==> src/rtl/proc_param.sv <==
// Parametrised bus-based multicycle processor; `PROC_ISA_EXT_EN enables AND/XOR/MVNZ.
// Latency: 2 cycles (moves/NOP) or 4 cycles (ALU ops) from Run in T0 to Done; no backpressure, Run only sampled in T0.
module proc_param #(
   parameter int DW   = 9,
   parameter int NREG = 8
) (
   input  logic                 Clock,
   input  logic                 Reset,
   input  logic [DW-1:0]        DIN,
   input  logic                 Run,
   output logic                 Done,
   output logic [DW-1:0]        BusWires,
   output logic [1:0]           Tstep_Q,
   output logic [1:0]           Flags,
   output logic [NREG*DW-1:0]   Rflat
);
   localparam int RW = $clog2(NREG);

   typedef enum logic [1:0] {T0 = 2'd0, T1 = 2'd1, T2 = 2'd2, T3 = 2'd3} tstep_t;

   tstep_t         r_step, w_step_nxt;
   logic [DW-1:0]  r_ir, r_a, r_g;
   logic           r_c, r_z;
   logic [DW-1:0]  r_reg [NREG];

   logic [2:0]     w_op;
   logic [RW-1:0]  w_x, w_y;
   logic           w_alu_op, w_mvnz;
   logic           w_sel_ry, w_sel_rx, w_sel_din, w_sel_g;
   logic           w_ld_ir, w_ld_a, w_ld_g, w_wr_en;
   logic [DW-1:0]  w_bus, w_alu_res;
   logic           w_alu_c;

   assign w_op = r_ir[3+2*RW-1 -: 3];
   assign w_x  = r_ir[2*RW-1 -: RW];
   assign w_y  = r_ir[RW-1:0];

`ifdef PROC_ISA_EXT_EN
   assign w_alu_op = (w_op == 3'b010) || (w_op == 3'b011) || (w_op == 3'b100) || (w_op == 3'b101);
   assign w_mvnz   = (w_op == 3'b110);
`else
   assign w_alu_op = (w_op == 3'b010) || (w_op == 3'b011);
   assign w_mvnz   = 1'b0;
`endif

   always_comb begin
      w_step_nxt = r_step;
      Done       = 1'b0;
      w_sel_ry   = 1'b0;
      w_sel_rx   = 1'b0;
      w_sel_din  = 1'b0;
      w_sel_g    = 1'b0;
      w_ld_ir    = 1'b0;
      w_ld_a     = 1'b0;
      w_ld_g     = 1'b0;
      w_wr_en    = 1'b0;
      case (r_step)
         T0: begin
            // IR loads straight from DIN so the bus stays quiet while idle or in reset
            if (Run) begin
               w_ld_ir    = 1'b1;
               w_step_nxt = T1;
            end
         end
         T1: begin
            if (w_alu_op) begin
               w_sel_rx   = 1'b1;
               w_ld_a     = 1'b1;
               w_step_nxt = T2;
            end else begin
               Done       = 1'b1;
               w_step_nxt = T0;
               case (w_op)
                  3'b000: begin w_sel_ry = 1'b1; w_wr_en = 1'b1; end
                  3'b001: begin w_sel_din = 1'b1; w_wr_en = 1'b1; end
                  default: begin
                     if (w_mvnz) begin
                        w_sel_ry = 1'b1;
                        w_wr_en  = (r_g != '0);
                     end
                  end
               endcase
            end
         end
         T2: begin
            w_sel_ry   = 1'b1;
            w_ld_g     = 1'b1;
            w_step_nxt = T3;
         end
         T3: begin
            w_sel_g    = 1'b1;
            w_wr_en    = 1'b1;
            Done       = 1'b1;
            w_step_nxt = T0;
         end
         default: w_step_nxt = T0;
      endcase
   end

   assign w_bus = ({DW{w_sel_ry}}  & r_reg[w_y]) |
                  ({DW{w_sel_rx}}  & r_reg[w_x]) |
                  ({DW{w_sel_din}} & DIN)        |
                  ({DW{w_sel_g}}   & r_g);

   always_comb begin
      w_alu_res = '0;
      w_alu_c   = 1'b0;
      case (w_op)
         3'b010: {w_alu_c, w_alu_res} = {1'b0, r_a} + {1'b0, w_bus};
         3'b011: begin
            w_alu_res = r_a - w_bus;
            w_alu_c   = (r_a < w_bus);
         end
`ifdef PROC_ISA_EXT_EN
         3'b100: w_alu_res = r_a & w_bus;
         3'b101: w_alu_res = r_a ^ w_bus;
`endif
         default: ;
      endcase
   end

   always_ff @(posedge Clock or posedge Reset) begin
      if (Reset) r_step <= T0;
      else       r_step <= w_step_nxt;
   end

   always_ff @(posedge Clock or posedge Reset) begin
      if (Reset) begin
         r_ir <= '0;
         r_a  <= '0;
         r_g  <= '0;
         r_c  <= 1'b0;
         r_z  <= 1'b0;
         for (int k = 0; k < NREG; k++) r_reg[k] <= '0;
      end else begin
         if (w_ld_ir) r_ir <= DIN;
         if (w_ld_a)  r_a  <= w_bus;
         if (w_ld_g) begin
            r_g <= w_alu_res;
            r_c <= w_alu_c;
            r_z <= (w_alu_res == '0);
         end
         if (w_wr_en) r_reg[w_x] <= w_bus;
      end
   end

   genvar g_k;
   generate
      for (g_k = 0; g_k < NREG; g_k++) begin : g_flat
         assign Rflat[g_k*DW +: DW] = r_reg[g_k];
      end
   endgenerate

   assign BusWires = w_bus;
   assign Tstep_Q  = r_step;
   assign Flags    = {r_c, r_z};

endmodule
==> config.mk <==
export PLATFORM = sky130hd
export DESIGN_NAME = proc_param
export DESIGN_NICKNAME = d
export VERILOG_FILES = /design/src/rtl/proc_param.sv
export SDC_FILE = /design/constraint.sdc
export NUM_CORES = 1
export LEC_CHECK = 0
export CORE_MARGIN = 3
export CORE_UTILIZATION = 64
export DETAILED_ROUTE_END_ITERATION = 7
export DONT_BUFFER_PORTS = 1
export GPL_TIMING_DRIVEN = 0
export HOLD_SLACK_MARGIN = 0.08
export PLACE_DENSITY = 0.92
export SLEW_MARGIN = 25
export SYNTH_ARGS = -nofsm -noshare
export SYNTH_HDL_FRONTEND = slang
export SYNTH_SLANG_ARGS = --single-unit
==> constraint.sdc <==
create_clock -name Clock -period 4.3 [get_ports Clock]
set_input_delay 0.86 -clock Clock [delete_from_list [all_inputs] [get_ports Clock]]
set_output_delay 0.86 -clock Clock [all_outputs]
set_load 0.1 [all_outputs]
Word-level counts from Yosys, hierarchy flattened:

Index checks and enable logic that the tools add are counted.
Widths: inputs -> output; s select.

* reductions and logical operators: 6
* equality and inequality tests: 7
* div/mod/pow operators: 0
* bitwise operators: 9
* shift operators: 0
* $lt $le $gt $ge: 4
* $mul: 0
* add/sub/neg operators: 2
* muxes and demuxes: 31

Operators by type and width (number)
* $bwmux 72: 1
* $bmux 9 s3: 2
* $mux 9: 5
* $and 9x9->9: 4
* $demux 9 s3: 1
* $or 9x9->9: 3
* $pmux 9 s2: 1
* $mux 1: 14
* $add 9x9->10: 1
* $logic_not 9->1: 1
* $lt 9x9->1: 1
* $sub 9x9->9: 1
* $ge 4x4->1 const B: 2
* $not 3->4: 2
* $pmux 1 s2: 4
* $pmux 2 s4: 1
* $eq 3x2->1 const B: 2
* $eq 2x2->1 const B: 2
* $lt 4x1->1 const B: 1
* $mux 2: 2
* $eq 3x1->1 const B: 1
* $logic_not 3->1: 1
* $eq 2x1->1 const B: 1
* $logic_not 2->1: 1
* other kinds (4): 4

* output and inout port bits: 86
* RAM bits: 0
* bits in read-only memories: 0
* logic and storage cells: 73
* bits of input ports: 12
* register bits: 103
* memories: 0
* latch bits: 0

Logic depth before layout (Yosys ltp):

Gate-level depths: netlist (run 1).

* depth after elaboration: 11
* depth in mapped cells: 19
* depth with buffers taken out: 17

Worst setup path before layout (run 1):

No wires, ideal clock.

* path kind: register to register
* start point: register r_step[0], in the netlist Tstep_Q[0]
* end point: register r_z
* arrival: 4.925 ns
* setup slack: -0.712 ns
* clock period less this slack: 5.012 ns
* library setup time: 0.087 ns
* path buffers: 3
* stages on the path, launching flop included: 19
* required time: 4.213 ns
* path through: dfrtp_1 > ha_1 > nor3b_1 > and2_1 > clkbuf_1 > a22oi_1 > o21ai_0 > a21oi_1 > buf_2 > inv_1 > ha_1 > buf_6 > a21o_1 > a21oi_2 > or4b_1 > a2bb2oi_2 > mux2i_1 > a2111o_1 > a22oi_1

* cells in the longest elaborated chain, start to end: 9
* elaborated cells on any way between the ends: 19
* classes of those cells: add/sub: 2; eq/ne: 3; mux: 6; bitwise: 7; reduce/logical: 1

Ends and longest elaborated chain
* from (decl): line 21 `tstep_t r_step, w_step_nxt;`
* from (signal assigned): line 124 `else r_step <= w_step_nxt;`
* $eq 2x2->1 / $eq 2x1->1 (equally long branches): line 57 `case (r_step)`
* $pmux 1 s2 / $mux 1 (equally long branches): line 57
* $and 9x9->9, on equally long branches: line 100, 101
* $or 9x9->9: line 100 `assign w_bus = ({DW{w_sel_ry}} & r_reg[w_y]) |`
* $or 9x9->9: line 101 `({DW{w_sel_rx}} & r_reg[w_x]) |`
* $or 9x9->9 (*): line 102 `({DW{w_sel_din}} & DIN) |`
* via BusWires[4]: line 12 `output logic [DW-1:0] BusWires,`
* $sub 9x9->9 / $add 9x9->10 (equally long branches): line 111, 109
* $pmux 9 s2 (*): line 108 `case (w_op)`
* $logic_not 9->1 (*): line 141 `r_z <= (w_alu_res == '0);`
* to (signal assigned): line 141
* to (decl): line 23 `logic r_c, r_z;`

Mark *: on every way through the listed nets, which the timed path passes. The rest lies on a longest branch.
A chain may end at the register's enable or synchronous reset.

Worst setup path after layout (run 1):

* start point: register r_reg, in the netlist Rflat[27]
* end point: register r_z

* cells in the longest elaborated chain, start to end: 10
* elaborated cells on any way between the ends: 15
* classes of those cells: add/sub: 2; mux: 7; bitwise: 5; reduce/logical: 1

Ends and longest elaborated chain
* from (decl): line 24 `logic [DW-1:0] r_reg [NREG];`
* from (signal, indexed assignment): line 143 `if (w_wr_en) r_reg[w_x] <= w_bus;`
* $bmux 9 s3, on equally long branches: line 100, 101
* $mux 9, on equally long branches (2 in series): line 100, 101
* $and 9x9->9, on equally long branches: line 100, 101
* $or 9x9->9 (*): line 100
* $or 9x9->9 (*): line 101
* $or 9x9->9 (*): line 102
* via BusWires[0]: line 12
* $sub 9x9->9 / $add 9x9->10 (equally long branches): line 111, 109
* $pmux 9 s2 (*): line 108
* $logic_not 9->1 (*): line 141

Mark *: on every way through the listed nets, which the timed path passes. The rest lies on a longest branch. The select of a mux whose other input is x is not followed.

==> summary.md, run 1 <==
| Metric | Value |
|---|---|
| Initial DRT Pass Iterations | 8 |
| Slew Limit Fails | 0 |
| Post-synthesis sequential area ratio | a little over two fifths |
| CP top delay family | compound AO/OA/AOI/OAI gates |
| Setup violators final | 4 |
| FF-to-FF Start | Rflat[27] |
| Netlist cell types | 53 |
| CP cell instances | mux4_2 > mux2i_2 > nor2_2 > a221oi_2 > o21a_2 > clkinvlp_4 > ha_4 > fa_2 > o21bai_4 > a21oi_1 > o2bb2ai_1 > xnor2_1 > o211ai_1 > a2111o_1 > a22oi_2 |
| Routed Antenna Nets | 0 |
| Grt ovf | 0 |
| Post-DR wirelength/cell | approximately 27 um |
| Count of input and output buffers | 0 |
| Slowest stage cell, crit path | dfrtp_2 |
| Yosys reg bits | approximately 100 |
| Fin Hold WS | 0.282 ns |
| Die Width | between 100 and 150 um |
| Clock Latency Late Sink | ~0.38 ns |
| Die ar. | about 11000 um^2 |
| First-pass GRT wire length | ~30 mm |
| Cell total after placement | 728 |
| Worst Tran Pin Value | 1.01 ns |
| Vias | 5650 |
| Seq. cell area | 2690 um^2 |
| Initial Utilization | between 60 and 70% |
| Status | complete, but fails checks |
| Worst R2R Path Depth | 15 |
| Post-route setup slack | -0.369 ns |
| Overall Global Routing Usage | between 30% and 40% |
| RSZ-0062 raised after global routing | true |
| Inserted Diodes | 0 |
| Worst rel slew slack | 32.4% |
| CTS max path bufs | 2 |
| Initial antenna violation count | 0 |
| Placer Congestion | approximately 0.97 |
| Die Height | ~100 um |
| Layout cell share with drive strength beyond 1 | between 30% and 40% |
| Clock transition at path regs | about 0.12 ns |
| P&R area growth vs syn | 16.5% |
| Largest net degree at the start of global routing | 76 |
| WP data arrival | around 5.0 ns |
| TritonCTS clock tree | done |
| CTS buffer count | 9 |
| Multi-input logic area | 3370 um^2 |
| Row count | 34 |
| Clock skew | around 0.017 ns |
| Final hold vios | 0 |
| Total Wirelength | 20.8 mm |
| Layout fillers | approximately 530 |
| CP required | roughly 4.6 ns |
| Post-DP HPWL | 13.1 mm |
| Top-area cell type share of the netlist area | approximately 43% |
| Post-CTS Hold Buffers | 0 |
| Critical Path End Type | register |
| Core area | 8930 um^2 |
| Post-synth EDFFs | 0 |
| Post-Syn Area | roughly 6000 um^2 |
| CTS sink cnt | around 100 |
| Main area contributors after synthesis | dfrtp_1, o21ai_0, mux4_2 |
| Place WS | -0.894 ns |
| Nets | 687 |
| RR Endpoint | r_z |
| R2R setup slack | -0.37 ns |
| Max cap viols | 0 |
| Final non-filler cell total | about 760 |
| Final min period | between 4 and 5 ns |
| Async set or reset register ratio after synthesis | between 90% and 100% |
| IO Pins | 98 |
| Fin crit share | 109% |
| Vias per Instance | approximately 7.4 |
| Failing checks | negative setup slack |
| Root Buffer | clkbuf_8 |
| Fmax | roughly 0.21 GHz |
| Number of global-route vias before repair | approximately 5300 |
| Worst Hold Class | primary input to asynchronous set/reset pin |
| 1st-iter DRT viols | between 700 and 800 |
| Syn Area/Cell | just under 10 um^2 |
| Startpoint Class | register |
| Mapped Cells | slightly above 600 |
| Cell taking the most area after synthesis | dfrtp_1 |
| # DRC | 0 |
| Worst Path Class, Setup | register to register |
| CP Max Fanout | 4 |
| Synth warnings | 0 |
| Crit path buf inv count | 1 |
| Synth Flop Type | dfrtp_1 |
| Largest stage delay, worst path | around 0.64 ns |
| Number of H-tree levels | 3 |
| Synth Net Count | between 600 and 700 |
==> flip-flops by register name, indices dropped and copies added (netlist names), named ones only <==
| signal | flops |
|---|---|
| r_c | 1 |
| r_g | 9 |
| Rflat | 72 |
| r_z | 1 |
| r_a | 9 |
| r_ir | 9 |
| Tstep_Q | 1 |
==> layout by cell type (no fill, tap or decap), types with 4 or more instances in the layout <==
| master | synthesis | final |
|---|---|---|
| nand2_1 | 101 | 99 |
| o21ai_0 | 103 | 97 |
| dfrtp_2 | 0 | 54 |
| dfrtp_1 | 103 | 38 |
| buf_4 | 4 | 34 |
| mux4_2 | 21 | 21 |
| mux2_2 | 22 | 21 |
| a21oi_1 | 24 | 20 |
| inv_1 | 30 | 19 |
| mux2i_1 | 19 | 18 |
| clkbuf_1 | 26 | 16 |
| nor2_1 | 15 | 14 |
| ha_1 | 23 | 13 |
| dfrtp_4 | 0 | 11 |
| clkinvlp_4 | 0 | 10 |
| clkbuf_8 | 0 | 10 |
| nand2b_1 | 9 | 9 |
| ha_4 | 0 | 9 |
| o22ai_1 | 8 | 8 |
| nor2b_1 | 7 | 7 |
| nand3_1 | 8 | 7 |
| nor3_1 | 8 | 7 |
| o21ai_1 | 0 | 6 |
| o221ai_1 | 6 | 6 |
| xnor2_1 | 5 | 5 |
| a21o_1 | 5 | 5 |
| o2bb2ai_1 | 4 | 4 |
| a21oi_2 | 1 | 4 |
| buf_6 | 1 | 4 |
| a22oi_1 | 7 | 4 |
==> synthesized netlist by cell type, types with 2 or more instances <==
| cell type | n |
|---|---|
| dfrtp_1 | 103 |
| o21ai_0 | 103 |
| nand2_1 | 101 |
| inv_1 | 30 |
| clkbuf_1 | 26 |
| a21oi_1 | 24 |
| ha_1 | 23 |
| mux2_2 | 22 |
| mux4_2 | 21 |
| mux2i_1 | 19 |
| nor2_1 | 15 |
| buf_2 | 13 |
| nand2b_1 | 9 |
| nand3_1 | 8 |
| nor3_1 | 8 |
| o22ai_1 | 8 |
| a22oi_1 | 7 |
| nor2b_1 | 7 |
| o221ai_1 | 6 |
| a21o_1 | 5 |
| xnor2_1 | 5 |
| a211oi_1 | 4 |
| buf_4 | 4 |
| o2bb2ai_1 | 4 |
| o31ai_1 | 4 |
| a221oi_1 | 3 |
| a2111oi_0 | 2 |
| buf_1 | 2 |
| fa_1 | 2 |
| nor4_1 | 2 |
| o211ai_1 | 2 |
| o21a_1 | 2 |
| o21bai_1 | 2 |
| o22a_1 | 2 |
| o32ai_1 | 2 |
| or2_2 | 2 |
==> through the flow <==
stage	setup TNS (ns)	util, %	area, um^2
4_1_cts	-0.137	76.3	6820
6_report	-0.686	78.4	7000
2_1_floorplan	-0.0735	-	6120
3_5_place_dp	-4.32	70.4	6290
5_1_grt	-1.19	78.4	7000
3_3_place_gp	-24.73	70.0	6250
==> cell type report <==
cell class | count | area share [%]
multi-input combinational | 440 | 48.1
sequential | 103 | 38.4
buffer | 40 | 3.75
timing repair buffer | 26 | 3.18
inverter | 30 | 2.14
tap | 108 | 1.93
clock buffer | 9 | 1.77
clock inverter | 6 | 0.786
==> what timing repair did <==
item,in CTS,in global routing
endpoints found under the setup margin,11,6
gates resized for setup,92,52
pin swaps,18,19
setup buffers,22,3
==> logic make-up (layout without fill, tap and decap cells) <==
family,count (synthesis),in the layout,share of synthesized area [%]
mux,62,62,15.1
simple gates,157,157,11.3
xor+xnor,5,5,0.728
buf+inv,76,111,5.39
flops,103,103,42.9
compound gates,191,191,19.2
fa+ha+maj,25,25,5.45
==> worst max path at each step <==
stage	cells after the start	to	startpoint	slack, ns
2_1_floorplan	19	r_z	register	-0.07
3_3_place_gp	16	r_z	r_ir[1]	-0.79
3_5_place_dp	15	r_z	r_ir[1]	-0.89
4_1_cts	17	r_z	register	-0.14
5_1_grt	16	r_z	Rflat[27]	-0.47
6_report	15	r_z	Rflat[27]	-0.37
==> per-layer routing <==
metal	vias up	GRT usage (%)	routed length [um]
met5	-	0	0
met4	0	20.4	1410
met3	140	12.4	3280
met2	531	55.8	8840
met1	2701	49.8	7240
li1	2278	-	-
Power of run 1 is not shown: default switching activity piles up to over one toggle a cycle in this logic, so the estimate is an artifact.
==> inputs of run 2 (changes only) <==
--- a/config.mk
+++ b/config.mk
@@ -12,6 +12,8 @@
 export GPL_TIMING_DRIVEN = 0
 export HOLD_SLACK_MARGIN = 0.08
 export PLACE_DENSITY = 0.92
+export SETUP_SLACK_MARGIN = 0.2
+export SKIP_LAST_GASP = 1
 export SLEW_MARGIN = 25
 export SYNTH_ARGS = -nofsm -noshare
 export SYNTH_HDL_FRONTEND = slang
==> run 2 against run 1 <==
The run ends with design-rule violations, negative setup slack left. Final cell count is 1.4% higher. Sequential share of layout area is 1.3 points lower. Setup slack better by 0.015 ns. Count of clock-buffer cells in the layout is 1 higher. Utilization is 1.9 points higher. Via count is 0.92% higher. Design area is 2.4% higher. Routed wire length hardly changed. Critical path type unchanged. Critical endpoint unchanged. Largest cell class unchanged.
==> summary.md, run 2 (same netlist as run 1, synthesis figures left out) <==
| Metric | Value |
|---|---|
| Vias | 5702 |
| 1st-iter DRT viols | 808 |
| Fin crit share | 108% |
| Cell total after placement | roughly 730 |
| CTS buffer count | 9 |
| Total Wirelength | between 20 and 25 mm |
| Max reg flops | 72 |
| Vias per Instance | between 7 and 8 |
| Most frequent cells in the layout | nand2_1, o21ai_0, dfrtp_1, dfrtp_2, buf_4 |
| Fin Hold WS | roughly 0.26 ns |
| Core area | between 8000 and 9000 um^2 |
| Place WS | -0.898 ns |
| Overall Global Routing Usage | between 30 and 40% |
| IO Pins | a little under 100 |
| Startpoint Class | register |
| Number of H-tree levels | 3 |
| TritonCTS clock tree | done |
| Post-DP HPWL | about 13 mm |
| Layout cell share with drive strength beyond 1 | 34.8% |
| P&R area growth vs syn | 19.3% |
| RSZ-0062 raised after global routing | true |
| Number of global-route vias before repair | 5712 |
| Worst Tran Pin Value | about 1 ns |
| Worst Path Class, Setup | register to register |
| Largest net degree at the start of global routing | just under 80 |
| Die Width | about 100 um |
| Post-DR wirelength/cell | ~27 um |
| Worst Hold Class | primary input to asynchronous set/reset pin |
| Clock transition at path regs | roughly 0.11 ns |
| # DRC | 26 |
| Final min period | 4.65 ns |
| Setup violators final | 5 |
| CP required | ~4.6 ns |
| Fmax | approximately 0.21 GHz |
| Slowest stage cell, crit path | dfrtp_4 |
| Initial Utilization | a little under 70% |
| Initial antenna violation count | 1 |
| Critical Path End Type | register |
| Root Buffer | clkbuf_8 |
| Die ar. | roughly 11000 um^2 |
| Status | complete, but fails checks |
| Initial DRT Pass Iterations | 8 |
| Placer Congestion | a little under 1 |
| Die Height | between 100 and 150 um |
| Final hold vios | 0 |
| Clock Latency Late Sink | roughly 0.39 ns |
| Setup Total Neg Slack | -0.878 ns |
| First-pass GRT wire length | roughly 31 mm |
| Routed Antenna Nets | 0 |
| Final non-filler cell total | slightly below 800 |
| Slew Limit Fails | 0 |
| Grt ovf | 0 |
| Layout fillers | about 480 |
| Nets | 696 |
| Max cap viols | 0 |
| Count of input and output buffers | 0 |
| CP cell instances | mux4_2 > mux2i_1 > nor2_1 > a221oi_2 > o21a_2 > clkinvlp_4 > ha_4 > fa_2 > mux2_2 > nand2_1 > o21ai_0 > o211ai_1 > a2111o_1 > a22oi_2 |
| Worst rel slew slack | 33.2% |
| Post-route setup slack | -0.354 ns |
| Largest stage delay, worst path | roughly 0.64 ns |
| Crit path buf inv count | 1 |
| Row count | 34 |
| Clock skew | around 0.010 ns |
| CP top delay family | compound AO/OA/AOI/OAI gates |
| Failing checks | design-rule violations, negative setup slack |
| CTS max path bufs | 2 |
| CP Max Fanout | 4 |
| WP data arrival | roughly 5 ns |
| CTS sink cnt | slightly above 100 |
run 2: routing by layer:
layer,GRT usage (%),vias to the layer above,share of wire [%]
li1,-,2304,-
met1,50.0,2678,34
met2,57.3,566,45
met3,16.3,154,15
met4,22.9,0,6.0
met5,0,-,0
run 2: final timing paths:
kind | end | from | depth (start not counted) | slack (ns)
min in group Clock | r_g[7] | r_g[7] | 1 | 0.53
max in group asynchronous | Rflat[9] | Reset | 2 | 3.36
min reg2reg | r_g[7] | r_g[7] | 1 | 0.53
max reg2reg | r_z | Rflat[63] | 14 | -0.35
min | Rflat[60] | Reset | 1 | 0.26
max | r_z | Rflat[63] | 14 | -0.35
run 2: timing repair:
item / in CTS / in global routing
setup endpoints to repair: 18 / 8
resized for setup: 101 / 40
cloned: 1 / 0
buffers inserted: 23 / 4
pin swaps: 22 / 21
hold buffers: 0 / 0
run 2: per-stage QoR:
stage                     utilization, %  instance area, um^2
after detailed placement            70.5                 6300
after CTS                           78.2                 6980
after global routing                80.3                 7170
after global placement              70.2                 6270
final                               80.3                 7170
after floorplan                        -                 6130
run 2: final cells by class:
type / count / area [um^2] / area share (%)
clock buffer: 10 / 138 / 1.92
multi-input combinational: 440 / 3450 / 48.2
timing repair buffer: 29 / 245 / 3.42
inverter: 30 / 150 / 2.09
antenna: 1 / 2.50 / 0.0349
tap: 108 / 135 / 1.88
buffer: 46 / 313 / 4.36
sequential: 103 / 2660 / 37.1
clock inverter: 6 / 75.1 / 1.05
Power of run 2 is left out for the same reason.
==> inputs of run 3 (changes only) <==
--- a/config.mk
+++ b/config.mk
@@ -5,13 +5,13 @@
 export SDC_FILE = /design/constraint.sdc
 export NUM_CORES = 1
 export LEC_CHECK = 0
-export CORE_MARGIN = 3
+export CORE_MARGIN = 4
 export CORE_UTILIZATION = 64
 export DETAILED_ROUTE_END_ITERATION = 7
 export DONT_BUFFER_PORTS = 1
 export GPL_TIMING_DRIVEN = 0
 export HOLD_SLACK_MARGIN = 0.08
-export PLACE_DENSITY = 0.92
+export PLACE_DENSITY = 0.89
 export SETUP_SLACK_MARGIN = 0.2
 export SKIP_LAST_GASP = 1
 export SLEW_MARGIN = 25
==> run 3 against run 2 <==
The flow finishes with violations (negative setup slack). Die area grew 3.9%. Sequential share of layout area shrank 0.79 points. Via count rose by 3.3%. Final cell count is 1.6% higher. Setup slack gained 0.0011 ns. Critical endpoint is now r_g[7]. Register-to-register slack is essentially flat.
==> summary.md, run 3 (same netlist as run 1, synthesis figures left out) <==
| Metric | Value |
|---|---|
| Status | complete, but fails checks |
| Failing checks | negative setup slack |
| Placer Congestion | 0.952 |
| Post-DR wirelength/cell | ~28 um |
| Critical path depth | 16 |
| Most Frequent Cell on Critical Path | buf_4 |
| Placed instance area | between 6000 and 7000 um^2 |
| Largest net degree at the start of global routing | approximately 70 |
| Worst R2R Path Depth | 16 |
| TritonCTS clock tree | done |
| Row count | 35 |
| Commonest non-fill, non-tap cell in the layout | nand2_1 |
| Clock Latency Late Sink | 0.40 ns |
| WL met3 | between 3 and 4 mm |
| Post-route setup slack | -0.353 ns |
| Initial antenna violation count | 1 |
| IO Pins | 98 |
| Total Wirelength | ~22 mm |
| Post-CTS Hold Buffers | 0 |
| Fmax | ~0.21 GHz |
| Critical Path End Type | register |
| Overall Global Routing Usage | 37.8% |
| Max cap viols | 0 |
| CP top delay family | multiplexers |
| Routed Antenna Nets | 0 |
| Largest stage delay, worst path | 0.77 ns |
| Initial DRT Pass Iterations | 7 |
| # DRC | 0 |
| Slew Limit Fails | 0 |
| RSZ-0062 raised after global routing | true |
| First-pass GRT wire length | between 30 and 40 mm |
| Count of input and output buffers | 0 |
| Fin crit share | 108% |
| Metal2 WL | 9.35 mm |
| Vias per Instance | around 7.5 |
| Core area | slightly above 9000 um^2 |
| P&R area growth vs syn | 21.2% |
| Root Buffer | clkbuf_8 |
| Startpoint Class | register |
| CP Max Fanout | 8 |
| Setup violators final | 5 |
| Die Width | 105 um |
| Worst Hold Class | primary input to asynchronous set/reset pin |
| WL met1 | between 7 and 8 mm |
| R2R setup slack | -0.35 ns |
| Max layer used | met5 |
| Inserted Diodes | 0 |
| CTS buffer count | 9 |
| Number of H-tree levels | 3 |
| Max reg flops | 72 |
| Most frequent cells in the layout | nand2_1, o21ai_0, dfrtp_1, dfrtp_2, buf_4 |
| Clock skew | around 0.017 ns |
| Worst rel slew slack | ~29% |
| Initial Utilization | between 60% and 70% |
| Slowest stage cell, crit path | dfrtp_1 |
| CP required | around 4.6 ns |
| Worst Tran Pin Value | between 1 and 1.5 ns |
| Post-route cell area | around 7300 um^2 |
| 1st-iter DRT viols | just under 1000 |
| Nets | 706 |
| CP cell instances | mux4_2 > mux2i_1 > o21ai_1 > a21oi_2 > clkbuf_8 > clkinvlp_4 > ha_4 > buf_4 > o211ai_1 > a21oi_1 > or4b_4 > a2bb2oi_2 > mux2i_2 > buf_4 > buf_4 > mux2_2 |
| Crit path buf inv count | 5 |
| Layout cell share with drive strength beyond 1 | roughly 36% |
| CTS sink cnt | a little over 100 |
| Final hold vios | 0 |
| Post-DP HPWL | about 13 mm |
| Worst Path Class, Setup | register to register |
| Die Height | 105 um |
| Die ar. | ~11000 um^2 |
| Grt ovf | 0 |
| Vias | 5893 |
| Clock transition at path regs | 0.11 ns |
| WP data arrival | between 4 and 5 ns |
| CTS max path bufs | 2 |
| Number of global-route vias before repair | between 5000 and 6000 |
| Final min period | 4.65 ns |
[run 3: changes by cell type in the layout (fill, tap and decap cells not counted), sizes merged]
cell and change:
buf +8, clkbuf +2, inv +2, bufinv -1, clkinvlp -1, diode -1
[run 3: final timing paths]
kind / startpoint / end
max in group asynchronous: Reset / Rflat[45]
max reg2reg: Rflat[5] / r_g[7]
min in group Clock: r_g[7] / r_g[7]
min: Reset / Tstep_Q[0]
max: Rflat[5] / r_g[7]
min reg2reg: r_g[7] / r_g[7]
[run 3: worst reg2reg max path, stage by stage (launching register included)]
cell and delay (ns):
dfrtp_1 0.77, mux4_2 0.62, mux2i_1 0.18, o21ai_1 0.12, a21oi_2 0.15, clkbuf_8 0.17, clkinvlp_4 0.45, ha_4 0.42
buf_4 0.17, o211ai_1 0.12, a21oi_1 0.10, or4b_4 0.49, a2bb2oi_2 0.17, mux2i_2 0.10, buf_4 0.15, buf_4 0.12
mux2_2 0.25
[run 3: per-stage QoR]
step                      utilization [%]  worst slack [ns]  std cells  hold slack [ns]  setup TNS [ns]
after floorplan                         -           -0.0734        619            0.452         -0.0734
after global placement               68.2            -0.767        730            0.483          -30.33
after detailed placement             68.5             -1.00        731            0.483           -4.64
after CTS                            76.4            -0.283        778            0.305          -0.702
after global routing                 79.3            -0.393        785            0.317           -1.59
final                                79.3            -0.353        785            0.291           -1.07
[run 3: layout make-up]
type	instances	area (um^2)
Sequential cell	103	2650
Clock buffer	10	138
Fill cell	508	1910
Tap cell	111	139
Inverter	30	158
Clock inverter	6	57.6
Buffer	46	294
Multi-Input combinational cell	440	3500
Timing Repair Buffer	39	358
[run 3: what timing repair did]
item,CTS,global route
cloned,1,0
resized for setup,94,56
pin swaps,25,20
endpoints found under the hold margin,0,0
setup buffers,30,7
setup endpoints to repair,18,8
[run 3: layer usage]
| metal | global-route usage (%) | vias to the layer above |
|---|---|---|
| met4 | 22.6 | 2 |
| met5 | 0 | - |
| met3 | 14.9 | 176 |
| li1 | - | 2319 |
| met2 | 54.4 | 622 |
| met1 | 48.1 | 2774 |
Power of run 3 is left out for the same reason.
